==> config.mk <==
export PLATFORM = sky130hd
export DESIGN_NAME = vram_arbiter
export DESIGN_NICKNAME = d
export VERILOG_FILES = /design/src/rtl/vram_arbiter.sv
export SDC_FILE = /design/constraint.sdc
export NUM_CORES = 1
export LEC_CHECK = 0
export CORE_MARGIN = 2
export CORE_UTILIZATION = 28
export DETAILED_ROUTE_END_ITERATION = 12
export SETUP_SLACK_MARGIN = 0.2
export SKIP_CTS_REPAIR_TIMING = 1
export SLEW_MARGIN = 20
export SYNTH_ARGS = -nofsm -noshare
export SYNTH_HDL_FRONTEND = slang
export SYNTH_SLANG_ARGS = --single-unit
==> constraint.sdc <==
create_clock -name clk -period 8.5 [get_ports clk]
set_clock_uncertainty 0.05 [all_clocks]
set_input_delay 1.7 -clock clk [delete_from_list [all_inputs] [get_ports clk]]
set_output_delay 1.7 -clock clk [all_outputs]
set_load 0.02 [all_outputs]
==> src/rtl/vram_arbiter.sv <==
`default_nettype none
// ============================================================================
// Module   : vram_arbiter
// Purpose  : Shares one single-port synchronous video RAM between the SVGA
//            display fetch path and a CPU access port. One byte is fetched
//            per 8-pixel group and shifted out MSB first as a 1-bit pixel
//            stream. The CPU gets every RAM cycle the display does not need.
// Ports    : clk, rst               - dot clock, synchronous active-high reset
//            hcount, vcount, vis    - position and visible flag from sync gen
//            cpu_req/we/addr/wdata  - CPU request, held until cpu_ack
//            cpu_ack, cpu_rdata     - one-cycle completion pulse, read data
//            ram_addr/we/wdata      - registered RAM control
//            ram_rdata              - RAM read data, one cycle after ram_addr
//            pix_out, pix_vis       - serialized pixel and aligned vis
// Options  : VRAM_CPU_BLANK_ONLY_EN - when defined, the CPU is granted only
//            while vis==0 (tear-free updates during blanking).
// Revision : 1.0 - initial release
// ============================================================================
module vram_arbiter #(
  parameter int H_VISIBLE      = 800,
  parameter int V_VISIBLE      = 600,
  parameter int H_TOTAL        = 1056,
  parameter int V_TOTAL        = 628,
  parameter int ADDR_W         = 16,
  parameter int BYTES_PER_LINE = H_VISIBLE / 8
) (
  input  logic              clk,
  input  logic              rst,
  input  logic [15:0]       hcount,
  input  logic [15:0]       vcount,
  input  logic              vis,
  input  logic              cpu_req,
  input  logic              cpu_we,
  input  logic [ADDR_W-1:0] cpu_addr,
  input  logic [7:0]        cpu_wdata,
  output logic              cpu_ack,
  output logic [7:0]        cpu_rdata,
  output logic [ADDR_W-1:0] ram_addr,
  output logic              ram_we,
  output logic [7:0]        ram_wdata,
  input  logic [7:0]        ram_rdata,
  output logic              pix_out,
  output logic              pix_vis
);

  localparam logic [15:0] GROUPS_PER_LINE = 16'(H_TOTAL / 8);
  localparam logic [15:0] LAST_LINE       = 16'(V_TOTAL - 1);
  localparam logic [15:0] ROWS_VIS        = 16'(V_VISIBLE);
  localparam logic [15:0] GROUPS_VIS      = 16'(BYTES_PER_LINE);

  typedef enum logic [1:0] {
    S_IDLE  = 2'd0,
    S_ISSUE = 2'd1,
    S_WAIT  = 2'd2,
    S_ACK   = 2'd3
  } state_t;

  state_t     state;
  logic       op_we;       // latched direction of the access in flight
  logic       fetch_pend;  // a display fetch was issued in this group slot
  logic [7:0] pending;     // fetched byte waiting for its group to start
  logic [7:0] shift;       // serializer, MSB is the next pixel

  // Group-phase decode: decision edge, data capture edge, serializer load edge
  logic decide, capture, load;
  assign decide  = (hcount[2:0] == 3'd5);
  assign capture = (hcount[2:0] == 3'd7);
  assign load    = (hcount[2:0] == 3'd0);

  // The fetch always targets the group after the current one; the last
  // group of a line rolls over to group 0 of the next line.
  logic [15:0]       grp_inc, grp_next, row_next;
  logic              grp_wrap, do_fetch;
  logic [ADDR_W-1:0] fetch_addr;

  assign grp_inc  = {3'b000, hcount[15:3]} + 16'd1;
  assign grp_wrap = (grp_inc == GROUPS_PER_LINE);
  assign grp_next = grp_wrap ? 16'd0 : grp_inc;
  assign row_next = !grp_wrap              ? vcount :
                    (vcount == LAST_LINE)  ? 16'd0  : vcount + 16'd1;
  assign do_fetch = (grp_next < GROUPS_VIS) && (row_next < ROWS_VIS);
  assign fetch_addr = ADDR_W'(row_next) * ADDR_W'(BYTES_PER_LINE)
                    + ADDR_W'(grp_next);

  // The CPU never starts on a decision edge, so the display bus cycle that
  // follows it is always free.
  logic grant;
`ifdef VRAM_CPU_BLANK_ONLY_EN
  assign grant = cpu_req && !decide && !vis;
`else
  assign grant = cpu_req && !decide;
`endif

  always_ff @(posedge clk) begin
    if (rst) begin
      state      <= S_IDLE;
      op_we      <= 1'b0;
      ram_addr   <= '0;
      ram_we     <= 1'b0;
      ram_wdata  <= 8'h00;
      cpu_ack    <= 1'b0;
      cpu_rdata  <= 8'h00;
      fetch_pend <= 1'b0;
      pending    <= 8'h00;
      shift      <= 8'h00;
      pix_out    <= 1'b0;
      pix_vis    <= 1'b0;
    end else begin
      // CPU access sequencer
      case (state)
        S_IDLE: begin
          if (grant) begin
            ram_addr  <= cpu_addr;
            ram_we    <= cpu_we;
            ram_wdata <= cpu_wdata;
            op_we     <= cpu_we;
            state     <= S_ISSUE;
          end
        end
        S_ISSUE: begin
          ram_we <= 1'b0;
          state  <= S_WAIT;
        end
        S_WAIT: begin
          if (!op_we) cpu_rdata <= ram_rdata;
          cpu_ack <= 1'b1;
          state   <= S_ACK;
        end
        S_ACK: begin
          cpu_ack <= 1'b0;
          state   <= S_IDLE;
        end
        default: state <= S_IDLE;
      endcase

      // Display fetch. Cannot collide with a CPU issue: on a decision edge
      // the sequencer is either idle (grant blocked) or past its bus cycle.
      if (decide) begin
        fetch_pend <= do_fetch;
        if (do_fetch) begin
          ram_addr <= fetch_addr;
          ram_we   <= 1'b0;
        end
      end

      // Slots without a fetch contribute blank pixels
      if (capture) pending <= fetch_pend ? ram_rdata : 8'h00;

      // Serializer: pix_out shows the pixel of the previous cycle's hcount
      if (load) begin
        shift   <= {pending[6:0], 1'b0};
        pix_out <= vis & pending[7];
      end else begin
        shift   <= {shift[6:0], 1'b0};
        pix_out <= vis & shift[7];
      end
      pix_vis <= vis;
    end
  end

endmodule
`default_nettype wire
==> reports/results.tsv, run 1 <==
metric	value	unit
outcome	complete, no violations	
antenna_cells	0	
drc	0	
layout-drive-gt1-share	0.0382	
wirelength	12400	µm
synthesis.nets	686	
postSynth.asyncResetShare	0	
p_sw	0.000442	W
crit_start	hcount[3]	
place.gp.congestion	0.890	
max_freq	0.129	GHz
fin_util	0.376	
synth_seq_cells	55	
final_cells	870	
timing.rr.start	state[0]	
ir_drop	0.0990	mV
avgSynthCellArea	8.17	µm²
period_share	0.910	
rr_endpoint	ram_addr[13]	
powerDensity	189	nW/µm²
core	15900	µm²
cts_sinks	55	
nNetsFinal	781	
port_buffers	104	
clkPwrFrac	0.181	
grt_max_degree	55	
antenna_found_initial	0	
max_stage_delay	0.56	ns
fillCellCount	1670	
fin_setup_tns	0	ns
via_per_inst	4.85	
crit_path_frequent_cell	ha_1	
hold_viol_final	0	
final_common_cell	clkdlybuf4s50_1	
dp_slack	0.333	ns
grt_pass1_wl	20800	µm
drtAntennaViolNets	0	
p_sw_frac	0.391	
p_comb_frac	0.542	
layout_common_cells	clkdlybuf4s50_1 (103), nand2_1 (68), dfxtp_1 (55)	
ys_seq_area_frac	0.242	
end_kind	flop	
synth_top_flop_cell	dfxtp_1	
htreeDepth	2	
clk_pin_slew	0.07	ns
worstPathArrival	7.89	ns
gr-total-overflow	0	
setup_ws	0.767	ns
reg2reg_setup_slack	6.09	ns
boundaryPins	105	
path_delay_family	adder cells	
cp.depth	25	
worst_pin_slew	0.987	ns
grt_usage	0.144	
synthCells	558	
required	8.66	ns
p_leak	2.35	nW
via_count	4222	
cp_max_fo	6	
hp-class	flop to flop	
cts_buffers	5	
r2r_cells	6	
clkLatencyLatePin	0.29	ns
start_kind	input port	
synth_cell_type_count	56	
yosysWarnings	0	
die_width	132	µm
synth_area	4560	µm²
slew_viol_final	0	
seq_area	1100	µm²
rsz0062_at_grt	false	
cts_tree	built	
drt-pass1-iter-count	4	
die_h	132	µm
maxSlewHeadroom	0.340	
cts_buffer_depth	2	
wl_per_cell	14.3	µm
cell_internal_pwr	0.000688	W
die_area	17300	µm²
synth-edff-count	0	
crit_type	input port to flop	
fin_crit	7.73	ns
min-delay-start	ram_wdata[7]	
dp_cells	862	
multi_input_area	3250	µm²
crit_end	ram_addr[14]	
seqPwrFrac	0.277	
setup_viol	0	
grt_pass1_vias	4193	
crit_path_top_delay_cell	clkdlybuf4s50_1	
rows	46	
place_hpwl	9950	µm
cap_violations	0	
first_iter_violations	195	
hold_depth	2	
area_growth	31.1	%
cts-root-buf	clkbuf_16	
initial_core_util	0.287	
path_buf_inv	3	
-- worst reg2reg max path, cell delays in order (launching register included) --
cell	delay, ns
dfxtp_1	0.33
inv_1	0.11
ha_1	0.31
nand3_1	0.72
and2_1	0.46
a211oi_1	0.21
a211oi_1	0.08
-- per-layer routing --
layer  track usage  vias up  wire length, µm
met1         0.186     1950             5950
met3        0.0220       11              517
li1              -     2163                -
met4        0.0362        0              159
met5             0        -                0
met2         0.251       98             5790
-- worst min path at each step --
stage                        end  slack (ns)
floorplan             pending[0]        0.38
global placement      pending[0]        0.39
detailed placement    pending[0]        0.39
CTS                   pending[0]        0.41
global route        ram_wdata[5]        0.42
finish              ram_wdata[7]        0.40
-- registers in the layout (all words and copies together) (netlist names), 2 cells and up --
| name | flops |
|---|---|
| ram_wdata | 8 |
| pending | 8 |
| shift | 7 |
| ram_addr | 16 |
| cpu_rdata | 8 |
| state | 2 |
-- through the flow --
step / hold slack [ns] / total power, W / area [µm²]
2_1_floorplan: 0.378 / 0.000740 / 4560
3_3_place_gp: 0.387 / 0.000915 / 5820
3_5_place_dp: 0.393 / 0.000932 / 5820
4_1_cts: 0.405 / 0.00114 / 5960
5_1_grt: 0.418 / 0.00122 / 5980
6_report: 0.404 / 0.00113 / 5980
-- cells in the mapped netlist, types with 9 or more instances --
master	count	area share
xnor2_1	27	0.052
ha_1	50	0.14
a21o_1	13	0.021
nand3_1	19	0.021
mux2i_1	20	0.044
xor2_1	11	0.021
o21ai_0	17	0.019
clkbuf_1	17	0.014
nor3_1	15	0.016
dfxtp_1	55	0.24
nor2b_1	10	0.014
a211oi_1	20	0.033
and2_1	16	0.022
a21oi_1	35	0.038
fa_1	9	0.040
nor2_1	35	0.029
inv_1	33	0.027
nand2_1	68	0.056
-- power by group through the flow --
stage	clock network [W]	logic (W)	registers [W]
final	0.000205	0.000612	0.000313
after global routing	0.000219	0.000683	0.000317
after CTS	0.000211	0.000616	0.000313
after detailed placement	0	0.000612	0.000319
after global placement	0	0.000597	0.000317
after floorplan	0	0.000387	0.000353
-- cells by family after synthesis --
group,after synthesis,synth area share
xor gates and xnor gates,40,0.0829
muxes,23,0.0513
AOI/OAI and AO/OA,112,0.163
buffers and inverters,55,0.0469
DFF,55,0.242
adders and majority gates,59,0.177
and+or+nand+nor,214,0.237
-- cell type report --
| class | count | share of cell area |
|---|---|---|
| clock buffers | 6 | 0.0216 |
| clock inverters | 2 | 0.00272 |
| inverters | 33 | 0.0207 |
| multi-input cells | 448 | 0.545 |
| flip-flops and latches | 55 | 0.184 |
| well taps | 216 | 0.0452 |
| repair buffers | 110 | 0.181 |
No activity file was read; power rests on OpenSTA's default activity.
==> run 2, diff against run 1 <==
--- a/config.mk
+++ b/config.mk
@@ -5,12 +5,12 @@
 export SDC_FILE = /design/constraint.sdc
 export NUM_CORES = 1
 export LEC_CHECK = 0
+export ABC_AREA = 1
 export CORE_MARGIN = 2
 export CORE_UTILIZATION = 28
 export DETAILED_ROUTE_END_ITERATION = 12
 export SETUP_SLACK_MARGIN = 0.2
 export SKIP_CTS_REPAIR_TIMING = 1
-export SLEW_MARGIN = 20
 export SYNTH_ARGS = -nofsm -noshare
 export SYNTH_HDL_FRONTEND = slang
 export SYNTH_SLANG_ARGS = --single-unit
==> run 2 against run 1 <==
  * Sequential share of layout area is 0.96 points lower
  * Register-to-register slack better by 0.52 ns
  * Largest cell class unchanged
  * Clock-buffer cell count stayed put
  * Critical path depth is 11 higher
  * Non-clock buffer count is 5 lower
  * First-iteration DRC count is 34% higher
  * Final area is 5.5% higher
  * Fmax is 1.2% higher
  * Final cell count is 25% higher
  * Core utilization is 0.91 points lower
  * Routed wire length is 7.3% higher
  * Setup slack better by 0.089 ns
==> reports/results.tsv, run 2 <==
metric	value	unit
cts_buffer_depth	2	
antenna_cells	0	
gr-total-overflow	0	
final_common_cell	nand2_1	
dp_cells	1079	
crit_path_frequent_cell	nand2_1	
final_cells	1087	
regMostFlops	ram_addr	
hold_depth	2	
cp_max_fo	20	
fillCellCount	1897	
drt-pass1-iter-count	4	
via_count	4928	
boundaryPins	105	
clkLatencyLatePin	0.30	ns
cts_tree	built	
cts_buffers	5	
crit_path_top_delay_cell	clkdlybuf4s50_1	
fin_setup_tns	0	ns
layout_common_cells	nand2_1 (170), inv_1 (115), nor2_1 (113)	
largest_reg_flops	16	
avgSynthCellArea	6.42	µm²
antenna_found_initial	0	
synth_top_flop_cell	dfxtp_1	
period_share	0.899	
required	8.64	ns
max_stage_delay	0.54	ns
postSynth.asyncResetShare	0	
groute.layer.met1.usage	0.205	
end_kind	flop	
yosysMostFrequentCell	nand2_1	
rsz0062_at_grt	false	
timing.rr.start	state[0]	
rows	48	
grt_max_degree	42	
hold_end	pix_out	
wl_per_cell	12.3	µm
setup_viol	0	
synth_seq_cells	55	
outcome	complete, no violations	
multi_input_area	3280	µm²
synth_area_leaders	dfxtp_1 (22%), nand2_1 (13%), ha_1 (13%), inv_1 (8.8%), nor2_1 (8.7%)	
nNetsFinal	989	
reg2reg_setup_slack	6.61	ns
min-delay-start	shift[7]	
place_hpwl	10800	µm
synthesis.nets	891	
grt_usage	0.143	
slew_viol_final	0	
cts_sinks	55	
synthCells	763	
max_freq	0.131	GHz
synth_cell_type_count	39	
htreeDepth	2	
grt.busiest_layer	met2	
maxSlewHeadroom	0.266	
clk_pin_slew	0.07	ns
grtUsageMet2	0.228	
place.gp.congestion	0.897	
synth-edff-count	0	
via_per_inst	4.53	
drtAntennaViolNets	0	
seq_area	1100	µm²
worstPathArrival	7.78	ns
yosysWarnings	0	
cap_violations	0	
start_kind	input port	
drc	0	
ir_drop	0.127	mV
cts-root-buf	clkbuf_16	
crit_type	input port to flop	
powerDensity	188	nW/µm²
port_buffers	104	
yosys.area.top_type	dfxtp_1	
rr_endpoint	ram_we	
first_iter_violations	261	
wirelength	13300	µm
hp-class	flop to flop	
grt_pass1_wl	21700	µm
fin_crit	7.64	ns
grt_pass1_vias	4522	
ys_seq_area_frac	0.225	
worst_pin_slew	1.10	ns
grtUsageMet3	0.0175	
die_area	18600	µm²
initial_core_util	0.285	
synth_commonest_cells	nand2_1 (170), inv_1 (115), nor2_1 (113), dfxtp_1 (55), nand3_1 (54)	
die_h	136	µm
synth_area	4900	µm²
synth_top_area_share	0.225	
r2r_cells	8	
layout-drive-gt1-share	0.0360	
die_width	136	µm
area_growth	28.7	%
core	17200	µm²
hold_viol_final	0	
p_leak	3.03	nW
[run 2: cell count changes in the layout (fill, tap and decap cells not counted), moves of 16 or more]
cell and delta:
o21ai_0 +22, nand2_1 +102, xnor2_1 -21, nor2_1 +78
and2_1 -16, nand3_1 +35, mux2i_1 -19, a211oi_1 -20
inv_1 +82
[run 2: worst max-delay path by stage]
| stage | startpoint | end | cells past startpoint |
|---|---|---|---|
| floorplan | hcount[3] | ram_addr[14] | 35 |
| global placement | hcount[3] | ram_addr[14] | 32 |
| detailed placement | hcount[3] | ram_addr[14] | 33 |
| CTS | hcount[3] | ram_addr[14] | 33 |
| global route | hcount[3] | ram_addr[14] | 36 |
| finish | hcount[3] | ram_addr[14] | 36 |
[run 2: stage by stage]
stage               utilization  hold slack (ns)  cell area (µm²)  setup slack, ns  power, W
floorplan                     -            0.376             4900             1.89  0.000769
global placement          0.359            0.394             6160            0.570  0.000980
detailed placement        0.359            0.398             6160            0.427  0.000982
CTS                       0.367            0.410             6300            0.743   0.00119
global route              0.367            0.433             6300            0.205   0.00129
finish                    0.367            0.408             6300            0.857   0.00118
[run 2: critical path, delay by kind of cell]
| kind | cells | cell delay [ns] |
|---|---|---|
| xor+xnor | 1 | 0.12 |
| fa+ha+maj | 6 | 1.91 |
| compound gates | 6 | 1.02 |
| simple gates | 17 | 2.00 |
| buf+inv | 6 | 1.02 |
[run 2: metal layers]
layer	wire length, µm	vias up
met1	6920	2167
met3	753	9
met5	0	-
li1	-	2631
met4	161	0
met2	5500	121
[run 2: where the power goes]
group          switching, W  leakage [nW]  internal [W]
logic              0.000375          2.51      0.000273
registers         0.0000235         0.450      0.000304
clock network     0.0000970        0.0675      0.000111
total              0.000496          3.03      0.000687
[run 2: layout make-up]
class | instances | area share
flip-flops and latches | 55 | 0.175
repair buffers | 105 | 0.166
inverters | 119 | 0.0716
clock buffers | 6 | 0.0204
clock inverters | 2 | 0.00258
well taps | 225 | 0.0447
multi-input cells | 575 | 0.520
[run 2: cells by family after synthesis]
kind of cell | count (synthesis) | synth area share
AOI/OAI and AO/OA | 96 | 0.106
xor gates and xnor gates | 27 | 0.0483
adders and majority gates | 59 | 0.164
buffers and inverters | 133 | 0.106
DFF | 55 | 0.225
muxes | 1 | 0.00204
and+or+nand+nor | 392 | 0.348
==> run 3, diff against run 2 <==
--- a/config.mk
+++ b/config.mk
@@ -9,6 +9,7 @@
 export CORE_MARGIN = 2
 export CORE_UTILIZATION = 28
 export DETAILED_ROUTE_END_ITERATION = 12
+export RECOVER_POWER = 100
 export SETUP_SLACK_MARGIN = 0.2
 export SKIP_CTS_REPAIR_TIMING = 1
 export SYNTH_ARGS = -nofsm -noshare
==> run 3 against run 2 <==
  * Clock power hardly changed
  * Final cell count stayed put
  * Final area is 0.32% lower
  * Critical endpoint unchanged
  * Routed wire length hardly changed
  * Die area stayed put
  * Non-clock buffer count stayed put
  * Register-to-register slack worse by 0.97 ns
  * Sequential cell count stayed put
  * Sequential share of layout area is 0.056 points higher
  * Global-route usage stayed put
  * Critical path depth is 3 lower
  * First-iteration DRC count is 3.4% higher
==> reports/results.tsv, run 3 (synthesis results as in run 2) <==
metric	value	unit
outcome	complete, no violations	
nNetsFinal	989	
cp_max_fo	20	
wirelength	13300	µm
seqPwrFrac	0.280	
core	17200	µm²
setup_viol	0	
largest_reg_flops	16	
clkPwrFrac	0.178	
p_comb_frac	0.542	
cts-root-buf	clkbuf_16	
antenna_found_initial	0	
die_width	136	µm
area_growth	28.3	%
clkLatencyLatePin	0.30	ns
die_area	18600	µm²
cap_violations	0	
rsz0062_at_grt	false	
start_kind	input port	
layout-drive-gt1-share	0.0302	
cts_buffers	5	
worstPathArrival	7.83	ns
p_leak	3.12	nW
clk_pin_slew	0.07	ns
p_sw	0.000492	W
grt.busiest_layer	met2	
crit_path_frequent_cell	nand2_1	
via_count	4923	
groute.layer.met1.usage	0.205	
crit_path_top_delay_cell	clkdlybuf4s50_1	
via_per_inst	4.53	
final_common_cell	nand2_1	
cell_internal_pwr	0.000672	W
maxSlewHeadroom	0.254	
crit_type	input port to flop	
fin_setup_tns	0	ns
dp_slack	0.427	ns
layout_common_cells	nand2_1 (172), inv_1 (116), nor2_1 (114)	
grtUsageMet2	0.228	
powerDensity	185	nW/µm²
p_sw_frac	0.423	
worst_pin_slew	1.12	ns
grt_usage	0.143	
grt_max_degree	42	
max_stage_delay	0.54	ns
ir_drop	0.127	mV
slew_viol_final	0	
max_freq	0.130	GHz
die_h	136	µm
required	8.64	ns
drtAntennaViolNets	0	
initial_core_util	0.285	
cts_buffer_depth	2	
period_share	0.905	
hold_viol_final	0	
setup_ws	0.810	ns
port_buffers	104	
grt_pass1_wl	21700	µm
drt-pass1-iter-count	4	
cts_sinks	55	
first_iter_violations	270	
boundaryPins	105	
rows	48	
gr-total-overflow	0	
fin_crit	7.69	ns
htreeDepth	2	
place_hpwl	10800	µm
antenna_cells	0	
hp-class	flop to flop	
grtUsageMet3	0.0175	
regMostFlops	ram_addr	
end_kind	flop	
drc	0	
cts_tree	built	
wl_per_cell	12.3	µm
grt_pass1_vias	4522	
place.gp.congestion	0.897	
## run 3: cell types whose count changed in the layout (fill, tap and decap cells not counted), moves of 2 or more
cell | previous run | this run
clkdlybuf4s50_1 | 104 | 66
dlygate4sd3_1 | 0 | 38
o21ai_0 | 39 | 43
o21ai_1 | 13 | 9
nand2_1 | 170 | 172
## run 3: layer usage
layer	vias to the layer above	part of all wire
met5	-	0
met4	0	0.012
met3	9	0.057
met2	135	0.41
met1	2153	0.52
li1	2626	-
## run 3: area by class of cell
cell class | count | area (µm²)
Fill cell | 1901 | 10900
Multi-Input combinational cell | 575 | 3260
Sequential cell | 55 | 1100
Timing Repair Buffer | 105 | 1040
Inverter | 119 | 448
Tap cell | 225 | 282
Clock buffer | 6 | 129
Clock inverter | 2 | 16.3
## run 3: stage by stage
step	util	cell area (µm²)	power, W	std cells	hold WS [ns]
floorplan	-	4900	0.000769	763	0.376
global placement	0.359	6160	0.000980	1079	0.394
detailed placement	0.359	6160	0.000982	1079	0.398
CTS	0.367	6300	0.00119	1087	0.410
global route	0.366	6280	0.00127	1087	0.433
finish	0.366	6280	0.00116	1087	0.408
## run 3: power groups by stage
stage	logic, W	clock network (W)	registers (W)
5_1_grt	0.000715	0.000222	0.000331
3_3_place_gp	0.000648	0	0.000332
3_5_place_dp	0.000649	0	0.000333
4_1_cts	0.000652	0.000213	0.000327
2_1_floorplan	0.000391	0	0.000379
6_report	0.000631	0.000208	0.000325
## run 3: path summary, 6_finish.rpt
| check | cells past startpoint | slack, ns | endpoint | from |
|---|---|---|---|---|
| worst min register to register | 2 | 0.41 | pix_out | shift[7] |
| worst max-delay path | 33 | 0.81 | ram_addr[14] | hcount[3] |
| worst min-delay path | 2 | 0.41 | pix_out | shift[7] |
| worst max register to register | 10 | 5.64 | ram_addr[6] | state[1] |
## run 3: critical path: cells and delay by family
kind            cells  cell delay [ns]
simple gates       15             2.01
buf+inv             5             0.84
xor+xnor            1             0.12
compound gates      6             1.25
fa+ha+maj           6             1.90
==> variant 1 (flow settings as in run 1) <==
`ADDR_W`: 16 -> 15.
--- a/src/rtl/vram_arbiter.sv
+++ b/src/rtl/vram_arbiter.sv
@@ -21,7 +21,7 @@
   parameter int V_VISIBLE      = 600,
   parameter int H_TOTAL        = 1056,
   parameter int V_TOTAL        = 628,
-  parameter int ADDR_W         = 16,
+  parameter int ADDR_W         = 15,
   parameter int BYTES_PER_LINE = H_VISIBLE / 8
 ) (
   input  logic              clk,
Ports: changed (resized cpu_addr and ram_addr); port bits go from 105 to 103. No check against the original RTL was run, so the function may have changed too.
==> variant 1 against run 1 <==
Wire length grew 1.6%; utilization is 1.2 points lower; first-iteration DRC count is 9.2% lower; total power down 0.52%; die area grew 2.1%; critical path depth down 1; count of clock-buffer cells in the layout decreased by 1; final area hardly changed; synthesized cell count up 1.1%; setup slack improved by 70 ps; synthesized area grew 2.1%; sequential cell count fell by 1; worst hold slack got worse by 1.3 ps.
==> variant 1: results <==
{
  "status": "finished, final reports clean",
  "fmax_mhz": 130.5,
  "fill_cells": 1712,
  "viasPerCell": 4.945,
  "timing.rr.end": "ram_addr[6]",
  "multi_input_area_um2": 3303,
  "nets": 772,
  "max_stage_delay_ps": 540,
  "dpl-instance-area_um2": 5826,
  "gp_congestion": 0.8958,
  "drt_iter0_markers": 177,
  "wl_per_cell_um": 14.52,
  "grt_pass1_vias": 4115,
  "pwr-share-comb_pct": 54.6,
  "power_leakage_nw": 2.345,
  "drive_above_1_share_pct": 6.626,
  "wl_met2_um": 5640,
  "place_inst": 861,
  "io_buffers": 102,
  "avgSynthCellArea_um2": 8.255,
  "place_hpwl_um": 10080,
  "switchingPower_w": 0.0004404,
  "rrSetupSlack_ps": 6040,
  "wl_um": 12620,
  "powerComb_w": 0.000614,
  "crit_path_max_fanout": 8,
  "grt_max_degree": 54,
  "grt.met2_usage_pct": 23.23,
  "largest_register_ffs": 15,
  "dpl_worst_slack_ps": 467.0,
  "synth_commonest_cells": "nand2_1 (66), dfxtp_1 (54), ha_1 (48)",
  "wl_met1_um": 6083,
  "met3WireLength_um": 684,
  "grtUsageMet1_pct": 20.18,
  "syn-num-nets": 688,
  "seq_area_frac_synth_pct": 23.22,
  "synth.area.top_cells": "dfxtp_1 (23%), ha_1 (13%), nand2_1 (5.3%), xnor2_1 (4.5%), mux2i_1 (3.9%)"
}
==> variant 1: changes by cell type in the layout (fill, tap and decap cells not counted), moves of 5 or more <==
| cell | change |
|---|---|
| a211oi_1 | -18 |
| and2_1 | -9 |
| nand3_1 | +9 |
| a21o_1 | -8 |
| a22o_1 | +8 |
| o21ai_0 | -8 |
| and3_1 | +7 |
| nor2_1 | +7 |
| a211oi_2 | +6 |
| a21oi_2 | +5 |
==> variant 1: logic make-up after synthesis <==
group | after synthesis | synth area share (%)
buffers and inverters | 61 | 5.832
AO/OA/AOI/OAI | 114 | 18.81
AND/OR/NAND/NOR | 220 | 24.05
XOR/XNOR | 38 | 7.149
multiplexers | 21 | 4.595
flip-flops | 54 | 23.22
adder cells (fa/ha/maj) | 56 | 16.34
==> variant 1: area by class of cell <==
type / instances / share of cell area, %
well taps: 220 / 4.607
clock buffers: 5 / 2.094
flip-flops and latches: 54 / 18.09
inverters: 32 / 2.010
clock inverters: 3 / 0.3560
multi-input cells: 449 / 55.29
repair buffers: 106 / 17.55
==> variant 2 (config.mk and constraints of run 1) <==
Made on the original files. The 4 states of `state_t` get a one-hot encoding in 4 bits.
--- a/src/rtl/vram_arbiter.sv
+++ b/src/rtl/vram_arbiter.sv
@@ -48,11 +48,11 @@
   localparam logic [15:0] ROWS_VIS        = 16'(V_VISIBLE);
   localparam logic [15:0] GROUPS_VIS      = 16'(BYTES_PER_LINE);
 
-  typedef enum logic [1:0] {
-    S_IDLE  = 2'd0,
-    S_ISSUE = 2'd1,
-    S_WAIT  = 2'd2,
-    S_ACK   = 2'd3
+  typedef enum logic [3:0] {
+    S_IDLE  = 4'b0001,
+    S_ISSUE = 4'b0010,
+    S_WAIT  = 4'b0100,
+    S_ACK   = 4'b1000
   } state_t;
 
   state_t     state;
Check against the original RTL: same outputs for any inputs over 4 cycles, from zero or initial values and one cycle with rst high; so few cycles prove little.
==> variant 2 against run 1 <==
Sequential cell count rose by 2; final cell count rose by 2.6%; total power rose by 0.94%; setup slack lost 93 ps; final area is 4.7% higher; wire length rose by 2.5%; utilization grew 1.5 points; synthesized area is 1.5% higher; clock power grew 100%.
==> variant 2: results <==
{
  "avgSynthCellArea_um2": 8.117,
  "timing.rr.end": "cpu_rdata[6]",
  "syn-num-nets": 694,
  "track_usage_pct": 14.46,
  "globalRouteMet3Util_pct": 2.797,
  "synth.area.top_cells": "dfxtp_1 (25%), ha_1 (12%), nand2_1 (6.4%), mux2i_1 (5.8%), xnor2_1 (4.9%)",
  "rrSetupSlack_ps": 6540,
  "status": "finished, final reports clean",
  "nets": 796,
  "vias": 4341,
  "wl_per_cell_um": 14.25,
  "place_inst": 877,
  "grt.met2_usage_pct": 24.58,
  "wl_met2_um": 5964,
  "cts_sinks": 57,
  "regArea_um2": 1141,
  "hold_slack_ps": 400.2,
  "place_hpwl_um": 10120,
  "ys_types": 59,
  "multi_input_gates": 454,
  "buffer_area_share_pct": 17.40,
  "dpl_worst_slack_ps": 253.5,
  "clkbuf_count": 9,
  "gp_congestion": 0.8802,
  "instances_no_fill": 893,
  "inv_count": 39,
  "htree_num_levels": 3
}
==> variant 2: changes by cell type after synthesis, moves of 5 or more <==
cell              run 1  this run
and2_1               16         3
nand2_1              68        79
inv_1                33        38
o2111ai_1             1         6
a211oi_1             20        11
and3_1                7        18
mux2i_1              20        27
a21o_1               13         6
nor2_1               35        51
==> variant 2: metrics by stage <==
| step | area, um^2 | util, % |
|---|---|---|
| floorplan | 4627 | - |
| global placement | 5899 | 36.87 |
| detailed placement | 5899 | 36.87 |
| CTS | 6250 | 39.06 |
| global route | 6255 | 39.09 |
| finish | 6255 | 39.09 |
==> variant 2: power by group through the flow <==
| stage | combinational (W) | clock, W | sequential, W |
|---|---|---|---|
| finish | 0.000439 | 0.000420 | 0.000282 |
| global route | 0.000496 | 0.000442 | 0.000283 |
| CTS | 0.000443 | 0.000429 | 0.000282 |
| detailed placement | 0.000440 | 0 | 0.000287 |
| global placement | 0.000440 | 0 | 0.000287 |
| floorplan | 0.000301 | 0 | 0.000297 |
==> variant 2: kinds of logic (layout without fill, tap and decap cells) <==
group                      count (synthesis)  count (layout)  synth area share (%)
AOI/OAI and AO/OA                        106             106                 15.95
buffers and inverters                     59             166                 5.030
xor gates and xnor gates                  38              38                 7.490
and+or+nand+nor                          227             227                 24.36
muxes                                     28              28                 6.165
adders and majority gates                 55              55                 16.33
DFF                                       57              57                 24.66
==> variant 2: critical path, stage by stage <==
cell,delay [ps]
clkdlybuf4s50_1,650
nand3_2,190
nor4_4,400
mux2_4,380
a21oi_1,230
and2_1,240
nand2_1,100
o31ai_2,310
ha_1,310
ha_1,290
inv_1,50
fa_1,490
inv_1,40
ha_1,320
a21oi_1,230
nor2b_1,80
o21a_1,180
o41ai_1,440
xnor2_1,130
ha_1,200
or3_1,400
o211ai_1,230
nor3_1,80
a2111oi_2,330
